===== src/rtl/divider_if.sv =====
// divider_if: operand/result handshake bundle for the restoring divider.
interface divider_if #(parameter int WIDTH = 2);
    logic                 in_valid;
    logic                 in_ready;
    logic [2*WIDTH-1:0]   dividend;
    logic [WIDTH-1:0]     divisor;
    logic                 out_valid;
    logic                 out_ready;
    logic [2*WIDTH-1:0]   quotient;
    logic [WIDTH-1:0]     remainder;
    logic                 div_by_zero;
    modport slave (
        input  in_valid, dividend, divisor, out_ready,
        output in_ready, out_valid, quotient, remainder, div_by_zero
    );
    modport master (
        output in_valid, dividend, divisor, out_ready,
        input  in_ready, out_valid, quotient, remainder, div_by_zero
    );
endinterface


===== src/rtl/divider.sv =====
// divider: multicycle radix-2 restoring unsigned divider, 2*WIDTH-bit dividend by WIDTH-bit divisor.
module divider #(
    parameter int WIDTH = 2
) (
    input logic       clk,
    input logic       rst_n,
    divider_if.slave  d
);
    localparam int DW = 2 * WIDTH;
    localparam int CW = $clog2(DW);
    typedef enum logic [1:0] {IDLE, CALC, DONE} state_t;
    state_t            state, state_nx;
    logic [DW-1:0]     dvd;
    logic [WIDTH-1:0]  dvs;
    logic [WIDTH:0]    rem;
    logic [CW-1:0]     cnt;
    logic [WIDTH+1:0]  shifted;
    logic [WIDTH:0]    rem_nx;
    logic              ge;
    logic              zero;
    logic              last;
    // dvd doubles as the quotient shift register: dividend bits leave the top as quotient bits enter the bottom
    always_comb begin
        shifted = {rem, dvd[DW-1]};
        ge      = shifted >= (WIDTH+2)'(dvs);
        rem_nx  = ge ? (WIDTH+1)'(shifted - (WIDTH+2)'(dvs)) : shifted[WIDTH:0];
        zero    = dvs == '0;
        last    = cnt == CW'(DW - 1);
    end
    always_comb begin
        state_nx = state;
        unique case (state)
            IDLE:    state_nx = d.in_valid ? CALC : IDLE;
            CALC:    state_nx = (zero || last) ? DONE : CALC;
            DONE:    state_nx = d.out_ready ? IDLE : DONE;
            default: state_nx = IDLE;
        endcase
    end
    assign d.in_ready  = state == IDLE;
    assign d.out_valid = state == DONE;
    always_ff @(posedge clk or negedge rst_n) begin
        if (!rst_n) state <= IDLE;
        else        state <= state_nx;
    end
    always_ff @(posedge clk or negedge rst_n) begin
        if (!rst_n) begin
            dvd           <= '0;
            dvs           <= '0;
            rem           <= '0;
            cnt           <= '0;
            d.quotient    <= '0;
            d.remainder   <= '0;
            d.div_by_zero <= 1'b0;
        end else if (state == IDLE && d.in_valid) begin
            dvd <= d.dividend;
            dvs <= d.divisor;
            rem <= '0;
            cnt <= '0;
        end else if (state == CALC) begin
            if (zero) begin
                d.quotient    <= '1;
                d.remainder   <= dvd[WIDTH-1:0];
                d.div_by_zero <= 1'b1;
            end else begin
                dvd <= {dvd[DW-2:0], ge};
                rem <= rem_nx;
                if (!last) cnt <= cnt + CW'(1);
                if (last) begin
                    d.quotient    <= {dvd[DW-2:0], ge};
                    d.remainder   <= rem_nx[WIDTH-1:0];
                    d.div_by_zero <= 1'b0;
                end
            end
        end
    end
endmodule


===== src/flat_wrapper.sv =====
// flat-port wrapper written by rule: the top's interface ports become plain ports
module divider_flat 
#(
    parameter int WIDTH = 2
)
  (clk, rst_n, d_in_valid, d_dividend, d_divisor, d_out_ready, d_in_ready, d_out_valid, d_quotient, d_remainder, d_div_by_zero);
  divider_if #(.WIDTH(WIDTH)) d_i ();
  input logic clk;
  input logic rst_n;
  input wire logic [$bits(d_i.in_valid)-1:0] d_in_valid;
  input wire logic [$bits(d_i.dividend)-1:0] d_dividend;
  input wire logic [$bits(d_i.divisor)-1:0] d_divisor;
  input wire logic [$bits(d_i.out_ready)-1:0] d_out_ready;
  output wire logic [$bits(d_i.in_ready)-1:0] d_in_ready;
  output wire logic [$bits(d_i.out_valid)-1:0] d_out_valid;
  output wire logic [$bits(d_i.quotient)-1:0] d_quotient;
  output wire logic [$bits(d_i.remainder)-1:0] d_remainder;
  output wire logic [$bits(d_i.div_by_zero)-1:0] d_div_by_zero;
  assign d_i.in_valid = d_in_valid;
  assign d_i.dividend = d_dividend;
  assign d_i.divisor = d_divisor;
  assign d_i.out_ready = d_out_ready;
  assign d_in_ready = d_i.in_ready;
  assign d_out_valid = d_i.out_valid;
  assign d_quotient = d_i.quotient;
  assign d_remainder = d_i.remainder;
  assign d_div_by_zero = d_i.div_by_zero;
  divider #(.WIDTH(WIDTH)) u_core (.clk(clk), .rst_n(rst_n), .d(d_i));
endmodule

===== config.mk =====
export PLATFORM = sky130hd
export DESIGN_NAME = divider_flat
export DESIGN_NICKNAME = d
export VERILOG_FILES = /design/src/rtl/divider_if.sv /design/src/rtl/divider.sv /design/src/flat_wrapper.sv
export SDC_FILE = /design/constraint.sdc
export NUM_CORES = 1
export LEC_CHECK = 0
export CORE_MARGIN = 3
export CORE_UTILIZATION = 30
export CTS_CLUSTER_DIAMETER = 120
export DETAILED_ROUTE_END_ITERATION = 12
export PLACE_DENSITY = 0.59
export SLEW_MARGIN = 10
export SYNTH_ARGS = -nofsm -noshare
export SYNTH_HDL_FRONTEND = slang
export SYNTH_SLANG_ARGS = --single-unit

===== constraint.sdc =====
create_clock -name clk -period 1.9 [get_ports clk]
set_input_delay 0.19 -clock clk [delete_from_list [all_inputs] [get_ports clk]]
set_output_delay 0.19 -clock clk [all_outputs]
set_load 0.02 [all_outputs]

==> key figures <==
Run status
  • Run status: complete, no violations

Finish
  • Fraction of layout instances using a drive strength above 1: 19.64%
  • Antenna Cells: 0
  • Most common library cell in the layout ignoring fill and taps: dfrtp_1
  • Final instance area: 0.001270 mm²
  • P&R area growth vs syn: 36.42%
  • Final nets: 127
  • Most frequent cells in the layout: 20 x dfrtp_1, 17 x clkdlybuf4s50_1, 8 x buf_4
  • # fillers: 283

Routing
  • Vias: 739
  • Drt drc: 0
  • DR vias/cell: 5.168
  • Initial DRC Count: 16
  • Post-Route WL: 2.082 mm
  • Routed Antenna Nets: 0
  • Drt first pass iters: 4
  • WL/cell: 14.56 µm

Yosys
  • Distinct cells, synth: 29
  • Net Count, Synth: 97
  • Yosys warning count: 0
  • Synth Register Bits: 20
  • Synthesized netlist cell count: 83
  • Mapped cell area: 930.9 µm²
  • Avg Synthesized Cell Area: 11.22 µm²
  • Seq/Total Area, Yosys: 53.76%

Critical path
  • Critical-path cell list: inv_1 > ha_2 > fa_2 > or3b_4 > a21o_4 > mux2_4 > o2bb2ai_2
  • CP Capture Type: flop
  • CP startpoint kind: flop
  • Slowest stage delay, CP: 400 ps
  • Capture point of the worst reg-to-reg path: u_core.rem[1]
  • CP Class: flop to flop
  • R2R Setup Slk: 0.9 ps
  • Critical Path RT: 2140 ps
  • Crit-path slowest cell: dfrtp_1
  • CP arrival: 2140 ps
  • Worst R2R Path Depth: 7
  • Worst Path Max Fanout: 4
  • Worst r2r src: u_core.dvd[3]

STA
  • Final period util: 99.95%
  • Slew Limit Fails: 0
  • Setup TNS: 0 ps
  • Final setup viols: 0
  • RSZ-0062 raised after global routing: true
  • Worst-Margin Slew: 404.3 ps
  • Fmax achieved: 0.5266 GHz
  • Slew margin rel.: 73.02%
  • Final Hold Viols: 0
  • Post-layout min period: 1899 ps
  • Worst clock skew: 6.334 ps
  • Hold Slack: 199.4 ps

Clock tree
  • CTS H-tree lvls: 1
  • CTS Root Cell: clkbuf_4
  • Clk buf depth: 2
  • CTS tree: built
  • CTS Hold Buffers Added: 0
  • Worst-path clk slew: 120 ps
  • Clock buffer count from CTS: 3
  • Clock Sinks: 20
  • Clk_lat worst skew: 310 ps

Global route
  • Tot GR Track Use: 11.87%
  • Largest net degree at the start of global routing: 21
  • Grt ovf: 0
  • Initial antenna violation count: 0
  • Vias in the first global route: 739
  • First-pass GRT wire length: 3.256 mm

Pwr
  • Worst vdd rail ir drop: 0.8172 mV
  • Cell Pwr Density: 1916 mW/mm²
  • P_sw: 982.0 µW
  • Sw frac: 40.37%
  • Sequential share of power: 31.8%
  • Leakage power: 0.5554 nW
  • Int Pwr: 1.451 mW
  • Clock share of power: 10.5%
  • Comb pwr share: 57.7%

Run
  • Max Cap Violations: 0

Place
  • Placed inst area: 0.001161 mm²
  • Gpl congestion: 0.7403
  • DP HPWL: 1.444 mm
  • PortBufs: 18

Floorplanning
  • Core Box Area: 0.002853 mm²
  • Die Area: 0.003808 mm²
  • Chip Width: 61.71 µm
  • Placement Rows: 19
  • Overall die height: 61.71 µm
  • Io pins: 19
  • Initial core utilization: 32.63%

Hold path
  • Hold Path Class: input pin to asynchronous set/reset pin
[critical path, delay by kind of cell, from the launching register on]
kind	cells	cell delay (ps)
buffers and inverters	1	60
AOI/OAI and AO/OA	2	330
DFF	1	400
adders and majority gates	2	350
muxes	1	310
and+or+nand+nor	1	390
[power by group through the flow]
| stage | Clock [mW] | Sequential (mW) | Combinational (mW) |
|---|---|---|---|
| floorplan | 0 | 0.814 | 0.736 |
| global placement | 0 | 0.778 | 1.15 |
| detailed placement | 0 | 0.780 | 1.17 |
| CTS | 0.263 | 0.772 | 1.31 |
| global route | 0.276 | 0.796 | 1.53 |
| finish | 0.254 | 0.774 | 1.40 |
[worst max-delay path by stage]
stage	slack, ps	endpoint	start	cells past startpoint
6_report	0.9	u_core.rem[1]	u_core.dvd[3]	7
2_1_floorplan	100	u_core.rem[1]	u_core.dvd[3]	7
3_5_place_dp	-30	u_core.rem[1]	u_core.dvd[3]	7
4_1_cts	4	u_core.d.remainder[1]	u_core.dvd[3]	7
5_1_grt	-60	u_core.rem[1]	u_core.dvd[3]	7
3_3_place_gp	50	u_core.rem[1]	u_core.dvd[3]	7
[logic make-up (layout without fill, tap and decap cells)]
| logic type | after synthesis | in the layout | synth area share [%] |
|---|---|---|---|
| muxes | 7 | 7 | 8.333 |
| and+or+nand+nor | 21 | 21 | 10.62 |
| buffers and inverters | 6 | 35 | 2.419 |
| AOI/OAI and AO/OA | 24 | 24 | 17.74 |
| adders and majority gates | 4 | 4 | 6.183 |
| xor gates and xnor gates | 1 | 1 | 0.9410 |
| DFF | 20 | 20 | 53.76 |
[per-layer routing]
layer	global-route usage (%)	vias to the layer above	wire [µm]
li1	-	355	-
met1	15.67	363	980
met2	17.04	19	980
met3	2.893	2	103
met4	8.182	0	17
met5	0	-	0
[cell usage after synthesis]
cell type,count,area [µm²]
a22o_1,1,8.760
o21ai_1,1,5.000
and3_1,1,6.260
dfrtp_1,20,500.5
a21o_1,1,7.510
nand2b_1,2,12.51
xor2_1,1,8.760
mux2i_1,4,40.04
nand2_1,6,22.52
a32o_1,1,10.01
o22a_1,4,35.03
clkbuf_1,1,3.750
ha_1,3,37.54
a32oi_1,1,8.760
nor2_2,1,6.260
nor3_1,1,5.000
o21ai_0,7,35.03
fa_1,1,20.02
a221o_1,1,10.01
a21oi_1,4,20.02
nand3_1,1,5.000
mux2_4,1,15.01
inv_1,5,18.77
nor2_1,7,26.28
or3b_1,1,8.760
o211ai_1,1,7.510
mux2_2,2,22.52
o2bb2ai_1,2,17.52
nor2b_1,1,6.260
[per-stage QoR]
stage	instances	worst slack [ps]	util, %	total power, mW
2_1_floorplan	83	97.17	-	1.550
3_3_place_gp	133	49.67	40.70	1.925
3_5_place_dp	133	-29.25	40.70	1.946
4_1_cts	142	4.316	43.77	2.341
5_1_grt	143	-55.62	44.52	2.606
6_report	143	0.8959	44.52	2.433
[flip-flops by register name (all words and copies together) (netlist names)]
name	count
u_core.cnt	2
u_core.d.div_by_zero	1
u_core.d.quotient	4
u_core.d.remainder	2
u_core.dvd	4
u_core.dvs	2
u_core.rem	3
u_core.state	2
[repair_timing]
action	4_1_cts	5_1_grt
setup endpoints to repair	1	7
buffers inserted	5	1
pin swaps	2	2
gates resized for setup	4	5
[cell type report]
class                      count  area, µm²  area share [%]
sequential                    20      500.5           39.41
multi-input combinational     57      432.9           34.09
timing repair buffer          26      242.7           19.11
tap                           31      38.79           3.054
clock buffer                   4      36.28           2.857
inverter                       5      18.77           1.478
No activity file was read; power rests on OpenSTA's default activity.
